`config.mk`:
```
export PLATFORM = sky130hd
export DESIGN_NAME = nukv_fifogen_sync
export DESIGN_NICKNAME = d
export VERILOG_FILES = /design/src/rtl/nukv_fifogen_sync.sv
export SDC_FILE = /design/constraint.sdc
export NUM_CORES = 1
export LEC_CHECK = 0
export BUFFER_PORTS_ARGS = -buffer_cell sky130_fd_sc_hd__buf_2
export CAP_MARGIN = 5
export CORE_MARGIN = 1.5
export CORE_UTILIZATION = 50
export CTS_BUF_LIST = sky130_fd_sc_hd__clkbuf_4 sky130_fd_sc_hd__clkbuf_8
export DETAILED_ROUTE_END_ITERATION = 8
export PLACE_DENSITY = 0.68
export SLEW_MARGIN = 20
export SYNTH_ARGS = -nofsm -noshare
export SYNTH_HDL_FRONTEND = slang
export SYNTH_SLANG_ARGS = --single-unit
export TNS_END_PERCENT = 50
```
`constraint.sdc`:
```
create_clock -name clk -period 3.05 [get_ports clk]
set_input_delay 0.1525 -clock clk [delete_from_list [all_inputs] [get_ports clk]]
set_output_delay 0.1525 -clock clk [all_outputs]
set_load 0.03 [all_outputs]
```
`src/rtl/nukv_fifogen_sync.sv`:
```
// Single-clock FWFT FIFO with a registered head, occupancy count and registered almost-full.
// Define NUKV_FIFO_PASSTHROUGH_EN to build the legacy zero-depth wire-through stage instead.
module nukv_fifogen_sync #(
    parameter int ADDR_BITS         = 5,
    parameter int DATA_SIZE         = 16,
    parameter int ALMOST_FULL_SLACK = 4
) (
    input  logic                 clk,
    input  logic                 rst,
    input  logic [DATA_SIZE-1:0] s_axis_tdata,
    input  logic                 s_axis_tvalid,
    output logic                 s_axis_tready,
    output logic                 s_axis_talmostfull,
    output logic [DATA_SIZE-1:0] m_axis_tdata,
    output logic                 m_axis_tvalid,
    input  logic                 m_axis_tready,
    output logic [ADDR_BITS:0]   fifo_count
);

`ifdef NUKV_FIFO_PASSTHROUGH_EN

    assign m_axis_tdata       = s_axis_tdata;
    assign m_axis_tvalid      = s_axis_tvalid;
    assign s_axis_tready      = m_axis_tready;
    assign s_axis_talmostfull = 1'b0;
    assign fifo_count         = '0;

    logic unused_clk_rst;
    assign unused_clk_rst = clk ^ rst;

`else

    localparam int                 DEPTH     = 1 << ADDR_BITS;
    localparam logic [ADDR_BITS:0] DEPTH_CNT = (ADDR_BITS + 1)'(DEPTH);
    localparam logic [ADDR_BITS:0] AF_LEVEL  = (ADDR_BITS + 1)'(DEPTH - ALMOST_FULL_SLACK);

    logic [DATA_SIZE-1:0] mem_q [DEPTH];

    logic [ADDR_BITS-1:0] wr_ptr_q, wr_ptr_d;
    logic [ADDR_BITS-1:0] rd_ptr_q, rd_ptr_d;
    logic [ADDR_BITS:0]   count_q, count_d;
    logic [DATA_SIZE-1:0] out_data_q, out_data_d;
    logic                 out_valid_q, out_valid_d;
    logic                 afull_q, afull_d;

    logic                 push, pop, load, arr_empty, mem_we;
    logic [ADDR_BITS:0]   arr_count;

    // Space is judged on registered occupancy only, so a same-cycle pop never frees a slot.
    assign s_axis_tready = (count_q != DEPTH_CNT) && !rst;

    always_comb begin
        wr_ptr_d    = wr_ptr_q;
        rd_ptr_d    = rd_ptr_q;
        count_d     = count_q;
        out_data_d  = out_data_q;
        out_valid_d = out_valid_q;

        push      = s_axis_tvalid && s_axis_tready;
        pop       = out_valid_q && m_axis_tready;
        load      = !out_valid_q || pop;
        arr_count = count_q - {{ADDR_BITS{1'b0}}, out_valid_q};
        arr_empty = (arr_count == '0);
        mem_we    = push;

        if (load) begin
            if (!arr_empty) begin
                out_data_d  = mem_q[rd_ptr_q];
                out_valid_d = 1'b1;
                rd_ptr_d    = rd_ptr_q + ADDR_BITS'(1);
            end else if (push) begin
                // Nothing older is stored: hand the incoming word straight to the head.
                out_data_d  = s_axis_tdata;
                out_valid_d = 1'b1;
                mem_we      = 1'b0;
            end else begin
                out_valid_d = 1'b0;
            end
        end

        if (mem_we) begin
            wr_ptr_d = wr_ptr_q + ADDR_BITS'(1);
        end

        case ({push, pop})
            2'b10:   count_d = count_q + (ADDR_BITS + 1)'(1);
            2'b01:   count_d = count_q - (ADDR_BITS + 1)'(1);
            default: count_d = count_q;
        endcase

        afull_d = (count_d >= AF_LEVEL);
    end

    always_ff @(posedge clk) begin
        if (rst) begin
            wr_ptr_q    <= '0;
            rd_ptr_q    <= '0;
            count_q     <= '0;
            out_data_q  <= '0;
            out_valid_q <= 1'b0;
            afull_q     <= 1'b0;
        end else begin
            wr_ptr_q    <= wr_ptr_d;
            rd_ptr_q    <= rd_ptr_d;
            count_q     <= count_d;
            out_data_q  <= out_data_d;
            out_valid_q <= out_valid_d;
            afull_q     <= afull_d;
        end
    end

    always_ff @(posedge clk) begin
        if (mem_we) begin
            mem_q[wr_ptr_q] <= s_axis_tdata;
        end
    end

    assign m_axis_tdata       = out_data_q;
    assign m_axis_tvalid      = out_valid_q;
    assign s_axis_talmostfull = afull_q;
    assign fifo_count         = count_q;

`endif

endmodule

```
Word level (Yosys, flattened, before mapping)
Memories as Yosys holds them, arrays and structs flattened. A register that Yosys moved wholly into a read port is not among the register bits.
Cells that the tools add are included.

storage, ports and cells
  flip-flop bits (word level) = 34
  memory bits (writable) = 512
  output and inout port bits = 25
  logic and storage cells = 38
  memories = 1

memories
  name   words  bits a word  rd ports  clocked after Yosys merged registers in  write ports  line  text
  mem_q  32     16           1         1                                        1            37    logic [DATA_SIZE-1:0] mem_q [DEPTH];

operators by class
  add/sub/neg operators = 5
  magnitude comparators = 1
  eq/ne operators = 4
  multiplexer cells = 11
  bitwise logic cells = 1
  reductions and logical operators = 9

operator list
  cell                 count
  $mux 16              2
  $pmux 6 s2           1
  $add 5x1->5 const B  2
  $mux 5               2
  $add 6x1->6 const B  1
  $ge 6x5->1 const B   1
  $logic_not 6->1      1
  $mux 1               6
  $ne 6x6->1 const B   1
  $sub 6x1->6          1
  $sub 6x1->6 const B  1
  $reduce_and 2->1     2
  $logic_and 1x1->1    3
  $eq 2x1->1 const B   1
  $eq 2x2->1 const B   1
  $logic_not 1->1      2
  $ne 2x2->1 const B   1
  $logic_or 1x1->1     1
  $not 1->1            1

Logic depth before layout (Yosys ltp)
Gate-level depths: netlist of the first run.

  depth in word-level cells = 7
  depth in mapped cells = 13

Worst setup path before layout of the first run
Ideal clock, no wire load.

  path kind = flip-flop to flip-flop
  start point = reg count_q[0] (netlist: fifo_count[0])
  end point = mem mem_q[22][0], enable pin
  arrival = 2.512 ns
  data required time = 2.662 ns
  setup slack = 0.149 ns
  cell stages (with the launch flop) = 8
  buffers on the path = 0
  clock period less this slack = 2.901 ns
  cells stage by stage = dfxtp_1 inv_1 ha_1 nor2b_1 a31oi_1 o21a_1 nand2_1 nor2_1

on the way
  word-level cells in the longest chain between the ends = 7

ends and longest elaborated chain
  item                                                 line  text
  start: declaration                                   41    logic [ADDR_BITS:0] count_q, count_d;
  start signal: assignment                             105   count_q <= count_d;
  branches (longest 4 deep; another with $sub 6x1->6)  n/a
  $mux 1 *                                             66    if (load) begin
  $mux 1 *                                             113   if (mem_we) begin
  $mux 1 (not written as such) *                       114   mem_q[wr_ptr_q] <= s_axis_tdata;
  end: declaration                                     37

Mark *: on every way between the ends.

Worst setup path in the final report of the first run
  start point = reg count_q[0] (netlist: fifo_count[0])
  end point = mem mem_q[5][2], enable pin

Same word-level chain as after synthesis.

==> results of run 1 <==
==> worst max-delay path, stage by stage (launching register included) <==
cell and delay (ps):
dfxtp_1 490, inv_1 120, ha_1 290, nor2b_1 170
a31oi_1 270, o21a_1 260, nand2_1 330, nor2_1 280
buf_4 270
==> through the flow <==
stage	instance area, um2	hold slack, ps	std cells
after floorplan	21940	251.4	1159
after global placement	23300	503.3	1802
after detailed placement	23300	513.1	1802
after CTS	25120	30.27	1969
after global routing	25120	58.24	1969
final	25120	73.14	1969
==> layer usage <==
layer | track usage [%] | vias to the layer above
li1 | - | 5095
met1 | 32.90 | 6108
met2 | 36.21 | 515
met3 | 4.284 | 81
met4 | 7.924 | 0
met5 | 0 | -
==> Yosys cell counts, types with 4 or more instances <==
master and instances:
nand2_1 70, o221ai_1 32, dfxtp_1 39, a2111oi_2 6
nor2_1 47, xnor2_1 5, and2_1 7, nand2b_1 4
buf_1 10, buf_4 5, nor4b_1 5, inv_1 7
a21boi_0 4, nor2b_1 9, nand4_1 12, ha_1 9
xor2_1 6, a211oi_1 16, clkbuf_1 33, buf_2 18
a21oi_1 26, nor4_1 5, a22oi_1 12, a2111oi_0 6
mux2_2 44, o21ai_0 8, edfxtp_1 512, a2111oi_1 4
nand3_1 16, mux2i_1 30, a31oi_1 7, mux4_2 108
==> where the power goes <==
part | internal (uW) | switching (uW)
combinational | 1990 | 2460
sequential | 8460 | 320
clock | 3350 | 2820
==> cell type report <==
type                    count  area, um2
clock inverters            31      178.9
fillers                  3252      18050
repair buffers            136       1008
well taps                 585      732.0
flip-flops and latches    551      16160
inverters                   8      30.03
clock buffers             127       1548
multi-input cells         531       5460
==> path summary, 6_finish.rpt <==
path | start | end | slack, ps | cells after the start
min | s_axis_tvalid | m_axis_tvalid | 70 | 5
min reg2reg | rd_ptr_q[4] | flip-flop | 520 | 2
max reg2reg | fifo_count[0] | mem_q[5][2] | 250 | 8
max | fifo_count[0] | mem_q[5][2] | 250 | 8
==> cell families (layout without fill, tap and decap cells) <==
| family | after synthesis | after routing | share of synthesized area [%] |
|---|---|---|---|
| flops | 551 | 551 | 73.62 |
| simple gates | 188 | 188 | 4.088 |
| mux | 182 | 182 | 14.71 |
| compound gates | 141 | 141 | 5.018 |
| buf+inv | 77 | 302 | 1.608 |
| xor+xnor | 11 | 11 | 0.4390 |
| fa+ha+maj | 9 | 9 | 0.5132 |
==> registers in the layout (all words and copies together), names as in the netlist, named ones only <==
signal	cells
mem_q	512
m_axis_tvalid	1
fifo_count	6
m_axis_tdata	16
s_axis_talmostfull	1
rd_ptr_q	5
wr_ptr_q	5
==> repair_timing <==
| item | 4_1_cts | 5_1_grt |
|---|---|---|
| endpoints found under the hold margin | 106 | 0 |
| buffers inserted | 0 | 0 |
| hold buffers | 9 | 0 |
==> metrics, run 1 <==
layout cells sized above 1=32.23%; post-route ant nets=0; Worst Path Max Fanout=12; Fmax=0.3566 GHz; Post-synth EDFFs=512; DR pass1 iterations=5; Synth Net Count=1188; post-CTS sizing=0; crit path DAT=3130 ps; die area=45150 um2; post-synthesis cell type count=54; Clk Latency, worst-skew pair=660 ps; sequential share of the synthesized area=73.62%; via count=11800; worst path required time=3370 ps; pin count of the biggest net entering global routing=47; Post-Syn Area=21940 um2; routed wire length=50.42 mm; Antenna diodes=0; DR WL met3=3.918 mm; Setup Viol. Count Final=0; LEAKAGE=0.008102 uW; Total GRT Usage=23.11%; hold crit path type=in -> reg; clock tree from TritonCTS=done; status=finished clean; IO buf count=44; Post-synth ARST share=0%; DP Worst Slack=281.7 ps; Synth area leader=edfxtp_1; Yosys warning total=0; total congestion overflow=0; Starting Density=50.83%; RSZ-0062 raised after global routing=false; final hold vios=0; top sig layer=met4; H-tree levels=3; Gate Count Post-Synth=1159; Primary FF master, synth=edfxtp_1; routed length per placed instance=25.61 um; root buffer cell=clkbuf_8; Power, Total=19400 uW; core area=43170 um2; Area contributors post-synth=edfxtp_1 (70%), mux4_2 (11%), dfxtp_1 (3.6%); Worst Setup Start Kind=flip-flop; drt drc=0; Final nets=1344; gpl congestion=0.8281; crit end category=flip-flop; DRT met1 WL=21.04 mm; DP HPWL=32.13 mm; cts bufs inserted=87; Clock transition at path regs=60 ps; post-synth top area share=70.07%; Max Slew Vio Count=0; post-synthesis register bit count=551; Setup CP Type=reg -> reg; die height=212.5 um; Via density=5.992; clock skew=37.86 ps; P per Cell Area=772.1 nW/um2; peak supply drop=486.0 uV; Die Width=212.5 um; MaxCap Viol Count=0; 1st-iter DRT viols=1323; vias in the first global route=11570; relative slew slack=41.46%; setup ws final=245.6 ps; num rows=76; most frequent cells in the layout=edfxtp_1 (512), mux4_2 (108), clkbuf_8 (95), buf_4 (77), nand2_1 (70); initial antenna violation count=0; # IOs=45; post-layout minimum cycle time=2804 ps; met2 wire length=24.25 mm; slew of the pin with the lowest slew margin=872.6 ps; final core utilization=58.19%; syn avg cell area=18.93 um2; most common cell after layout, fill and taps aside=edfxtp_1; area growth from synthesis to layout=14.48%; Num Clock Sinks=551; Longest Clk Path Bufs=3; setup_tns=0 ps; first-pass GRT wire length=74.56 mm; fin crit share=91.95%
Power figures use the tool's default switching activity.
==> run 2, diff against run 1 <==
--- a/config.mk
+++ b/config.mk
@@ -8,10 +8,10 @@
 export BUFFER_PORTS_ARGS = -buffer_cell sky130_fd_sc_hd__buf_2
 export CAP_MARGIN = 5
 export CORE_MARGIN = 1.5
-export CORE_UTILIZATION = 50
+export CORE_UTILIZATION = 65
 export CTS_BUF_LIST = sky130_fd_sc_hd__clkbuf_4 sky130_fd_sc_hd__clkbuf_8
 export DETAILED_ROUTE_END_ITERATION = 8
-export PLACE_DENSITY = 0.68
+export PLACE_DENSITY = 0.84
 export SLEW_MARGIN = 20
 export SYNTH_ARGS = -nofsm -noshare
 export SYNTH_HDL_FRONTEND = slang
==> run 2 against run 1 <==
First-iteration DRC count increased by 20%. Count of clock-buffer cells in the layout decreased by 10. Critical path type unchanged. Hold slack got worse by 8.9 ps. Flip-flop and latch count unchanged. Critical path depth unchanged. Clock power decreased by 0.6%. Cell count decreased by 7.7%. Non-clock buffer count decreased by 16. Largest cell class unchanged. Global-route usage increased by 5.6 points. Maximum frequency decreased by 1.1%. Combinational power increased by 2%. Critical endpoint is now mem_q[21][14].
==> metrics, run 2 (synthesis results as in run 1) <==
layout cells sized above 1=30.75% (-1.5 points); Worst path max stage delay=490 ps (about the same); gpl congestion=0.8543 (+3.2%); die height=186.7 um (-12%); DRT met1 WL=17.80 mm (-15%); routed length per placed instance=27.03 um (+5.5%); post-route cell area=24830 um2 (-1.2%); MaxCap Viol Count=0 (unchanged); via count=12210 (+3.4%); Worst Setup Start Kind=flip-flop; DP Worst Slack=285.8 ps (+4.131 ps); routed wire length=49.11 mm (-2.6%); DR WL met3=5.623 mm (+44%); setup bufs post-CTS=0 (unchanged); crit-path cells=inv_1 > ha_1 > nor2b_1 > a31oi_1 > o21a_1 > nand2_1 > nor2_1 > buf_4; Num Clock Sinks=551 (unchanged); Total GRT Usage=28.67% (+5.6 points); Clock transition at path regs=60 ps (about the same); DP HPWL=29.83 mm (-7.2%); vias in the first global route=12390 (+7.1%); Final nets=1326 (-1.3%); Placed Area=23090 um2 (-0.91%); cts bufs inserted=85 (-2.3%); Setup CP Type=reg -> reg; worst path required time=3350 ps (-20 ps); hold_ws=64.28 ps (-8.867 ps); hold-fix buffer count after cts=2 (-7); LEAKAGE=0.008035 uW (-0.82%); relative slew slack=39.95% (-1.5 points); Die Width=186.7 um (-12%); post-route ant nets=0 (unchanged); pin count of the biggest net entering global routing=42 (-11%); initial antenna violation count=0 (unchanged); crit end category=flip-flop; Clk Latency, worst-skew pair=650 ps (about the same); setup_tns=0 ps (unchanged); status=finished clean; P per Cell Area=783.9 nW/um2 (+1.5%); final hold vios=0 (unchanged); num rows=67 (-12%); Longest Clk Path Bufs=3 (unchanged); post-CTS sizing=0 (unchanged); 1st-iter DRT viols=1587 (+20%); Via density=6.717 (+12%); Slowest cell on crit path=dfxtp_1; Largest Register=mem_q; setup ws final=214.7 ps (-30.90 ps); Worst Path Max Fanout=16 (+4); Antenna diodes=0 (unchanged); top sig layer=met4; Starting Density=65.77% (+15 points); clock skew=30.11 ps (-7.748 ps); core area=33360 um2 (-23%); root buffer cell=clkbuf_8; clock tree from TritonCTS=done; Setup Viol. Count Final=0 (unchanged); slew of the pin with the lowest slew margin=897.4 ps (+24.77 ps); total congestion overflow=0 (unchanged); fill count=1808 (-44%); met2 wire length=23.83 mm (-1.7%); crit path DAT=3130 ps (about the same); Fmax=0.3527 GHz (-1.1%); first-pass GRT wire length=73.57 mm (-1.3%); final core utilization=74.41% (+16 points); drt drc=0 (unchanged); # IOs=45 (unchanged); fin crit share=92.96% (+1.0 points); RSZ-0062 raised after global routing=false; area growth from synthesis to layout=13.14%; peak supply drop=619.3 uV (+27%); H-tree levels=3 (unchanged); DR pass1 iterations=6 (+1); Max Slew Vio Count=0 (unchanged); post-layout minimum cycle time=2835 ps (+30.90 ps); most common cell after layout, fill and taps aside=edfxtp_1; die area=34870 um2 (-23%); IO buf count=44 (unchanged); hold crit path type=in -> reg; max reg flops=512 (unchanged); most frequent cells in the layout=edfxtp_1 (512), mux4_2 (108), clkbuf_8 (88), nand2_1 (70), buf_4 (64)
run 2: cell types whose count changed in the layout (fill, tap and decap cells not counted), sizes merged:
| cell | delta |
|---|---|
| buf | -9 |
| clkinvlp | -3 |
| bufinv | +2 |
| inv | +1 |
| dlygate4sd3 | -7 |
| clkinv | +11 |
| clkbuf | -10 |
run 2: where the power goes:
part	total [uW]	switching [uW]	internal, uW
logic	4520	2470	2050
registers	8810	345	8460
clock network	6130	2820	3310
total	19500	5630	13800
run 2: per-stage QoR:
step / instances / power [uW]
6_report: 1817 / 19460
5_1_grt: 1817 / 20050
4_1_cts: 1817 / 19460
3_5_place_dp: 1656 / 13380
3_3_place_gp: 1656 / 13270
2_1_floorplan: 1159 / 11950
run 2: area by class of cell:
class	count	area, um2	area share [%]
Sequential cell	551	16160	65.10
Inverter	8	30.03	0.1209
Timing Repair Buffer	120	920.9	3.709
Tap cell	448	560.5	2.258
Multi-Input combinational cell	531	5438	21.90
Clock buffer	117	1429	5.755
Clock inverter	42	286.5	1.154
run 2: path summary, 6_finish.rpt:
| kind | from | to | slack, ps | cells past startpoint |
|---|---|---|---|---|
| min reg2reg | wr_ptr_q[1] | wr_ptr_q[1] | 530 | 2 |
| min | s_axis_tdata[1] | mem_q[11][1] | 60 | 2 |
| max | fifo_count[0] | mem_q[21][14] | 210 | 8 |
| max reg2reg | fifo_count[0] | mem_q[21][14] | 210 | 8 |
run 2: layer usage:
metal	track usage (%)	vias up
met5	0	-
met4	12.50	0
met2	45.41	857
li1	-	5066
met3	6.696	163
met1	38.86	6119
run 2: worst max-delay path, delay by kind of cell (launching register included):
family	cells	cell delay [ps]
compound gates	2	660
simple gates	3	680
flops	1	490
fa+ha+maj	1	270
buf+inv	2	400
==> run 3, diff against run 2 <==
==> constraint.sdc (replaced) <==
create_clock -name clk -period 3.15 [get_ports clk]
set_input_delay 0.1575 -clock clk [delete_from_list [all_inputs] [get_ports clk]]
set_output_delay 0.1575 -clock clk [all_outputs]
set_load 0.03 [all_outputs]
==> run 3 against run 2 <==
Hold slack worse by 10 ps. Highest routed layer unchanged. Clock skew up 4.8 ps. Non-clock buffer count down 5. Total power down 3.7%. Cell count down 0.50%. Maximum frequency down 2.7%. Core utilization down 0.19 points.
==> metrics, run 3 (synthesis results as in run 1) <==
status=finished clean; drt drc=0 (unchanged); FF-to-FF setup slack=240 ps (+20 ps); most common cell after layout, fill and taps aside=edfxtp_1; Final nets=1319 (-0.53%); reg2reg start=fifo_count[0]; IO buf count=44 (unchanged); fin crit share=92.47% (-0.49 points); worst path required time=3660 ps (+310 ps); WHS Endpoint=mem_q[2][15]; root buffer cell=clkbuf_8; WHS Path Cells=1 (-1); crit end category=flip-flop; Largest Register=mem_q; Via density=6.681 (-0.54%); LEAKAGE=0.008024 uW (-0.14%); critical path's top delay family=simple AND/OR/NAND/NOR gates; crit-path cells=inv_1 > ha_1 > xnor2_1 > nand3_1 > nand2_1 > nor4_1 > a2111oi_1; hold-fix buffer count after cts=2 (unchanged); RSZ-0062 raised after global routing=false; Max Slew Vio Count=0 (unchanged); 1st-iter DRT viols=1477 (-6.9%); routed wire length=48.03 mm (-2.2%); area growth from synthesis to layout=12.85%; clock tree from TritonCTS=done; die height=186.7 um (unchanged); relative slew slack=40.67% (+0.72 points); max reg flops=512 (unchanged); Num Clock Sinks=551 (unchanged); MaxCap Viol Count=0 (unchanged); Longest Clk Path Bufs=3 (unchanged); DP HPWL=29.60 mm (-0.76%); gpl congestion=0.8450 (-1.1%); Die Width=186.7 um (unchanged); first-pass GRT wire length=72.49 mm (-1.5%); hold_ws=53.84 ps (-10.44 ps); hold crit path type=in -> reg; P per Cell Area=756.6 nW/um2 (-3.5%); FF-to-FF path depth=7 (-1); area of the multi-input gates=5438 um2 (unchanged); Fmax=0.3433 GHz (-2.7%); most frequent cells in the layout=edfxtp_1 (512), mux4_2 (108), clkbuf_8 (94), nand2_1 (70), buf_4 (61); die area=34870 um2 (unchanged); Hold Startpoint=s_axis_tdata[15]; DR pass1 iterations=6 (unchanged); # IOs=45 (unchanged); pin count of the biggest net entering global routing=96 (+130%); setup bufs post-CTS=0 (unchanged); Worst Path Max Fanout=13 (-3); Power, Total=18740 uW (-3.7%); R2R Path End=m_axis_tdata[10]; core area=33360 um2 (unchanged); clock skew=34.88 ps (+4.772 ps); initial antenna violation count=0 (unchanged); layout cells sized above 1=31.42% (+0.67 points); routed length per placed instance=26.56 um (-1.7%); Setup CP Type=reg -> reg; FF/Latch Area=16160 um2 (unchanged); post-layout minimum cycle time=2913 ps (+77.37 ps); Starting Density=65.77% (unchanged); H-tree levels=3 (unchanged); post-route ant nets=0 (unchanged); Worst Setup Start Kind=flip-flop; crit path DAT=3420 ps (+290 ps); Clock transition at path regs=60 ps (about the same); num rows=67 (unchanged); total congestion overflow=0 (unchanged); setup_tns=0 ps (unchanged); Slowest cell on crit path=nand3_1; Setup Viol. Count Final=0 (unchanged); slew of the pin with the lowest slew margin=886.1 ps (-11.35 ps); fill count=1807 (-0.055%); peak supply drop=614.7 uV (-0.74%); via count=12080 (-1.0%); cts bufs inserted=83 (-2.4%); Clk Latency, worst-skew pair=650 ps (about the same); Worst path max stage delay=650 ps (+160 ps); final hold vios=0 (unchanged); Total GRT Usage=28.29% (-0.37 points); vias in the first global route=12270 (-0.94%); CP bufs+invs=1 (-1); post-CTS sizing=0 (unchanged)
-- run 3: cell count changes in the layout (fill, tap and decap cells not counted), sizes merged --
cell and delta:
clkinv -17, clkbuf +13, buf -5, bufinv -2, diode +1, inv +1
-- run 3: final cells by class --
cell class                      instances  share of cell area [%]
Sequential cell                       551                   65.27
Multi-Input combinational cell        531                   21.96
Clock buffer                          130                   6.316
Timing Repair Buffer                  115                   3.466
Tap cell                              448                   2.264
Clock inverter                         24                  0.5962
Inverter                                8                  0.1213
Antenna cell                            1                 0.01011
-- run 3: metrics by stage --
step | area (um2) | util, % | worst slack (ps) | instances
2_1_floorplan | 21940 | - | 249.2 | 1159
3_3_place_gp | 23030 | 69.02 | 472.7 | 1651
3_5_place_dp | 23030 | 69.02 | 343.4 | 1651
4_1_cts | 24760 | 74.21 | 318.0 | 1807
5_1_grt | 24760 | 74.21 | 16.62 | 1807
6_report | 24760 | 74.22 | 237.3 | 1808
-- run 3: worst max path at each step --
stage | start | endpoint | slack (ps) | cells after the start
finish | fifo_count[0] | m_axis_tdata[10] | 240 | 7
global route | fifo_count[2] | s_axis_talmostfull | 20 | 11
CTS | fifo_count[0] | mem_q[17][4] | 320 | 8
detailed placement | fifo_count[0] | mem_q[17][9] | 340 | 8
global placement | fifo_count[2] | s_axis_talmostfull | 470 | 9
floorplan | fifo_count[0] | mem_q[22][0] | 250 | 7
-- run 3: report_power, final --
group          switching, uW  leakage (uW)  internal [uW]  total (uW)
registers                287       0.00493           8190        8480
logic                   2380       0.00217           2000        4380
clock network           2620      0.000923           3250        5870
-- run 3: per-layer routing --
layer  share of wire (%)  wire (um)  GRT usage [%]
met1                  37      17600          38.59
met2                  49      23530          45.13
met3                  11       5114          5.661
met4                 3.7       1783          12.69
met5                   0          0         0.1374
-- run 3: worst reg2reg max path: stages (launching register included) --
cell and delay (ps):
dfxtp_1 490, inv_1 110, ha_1 210, xnor2_1 340, nand3_1 650, nand2_1 460
nor4_1 130, a2111oi_1 400
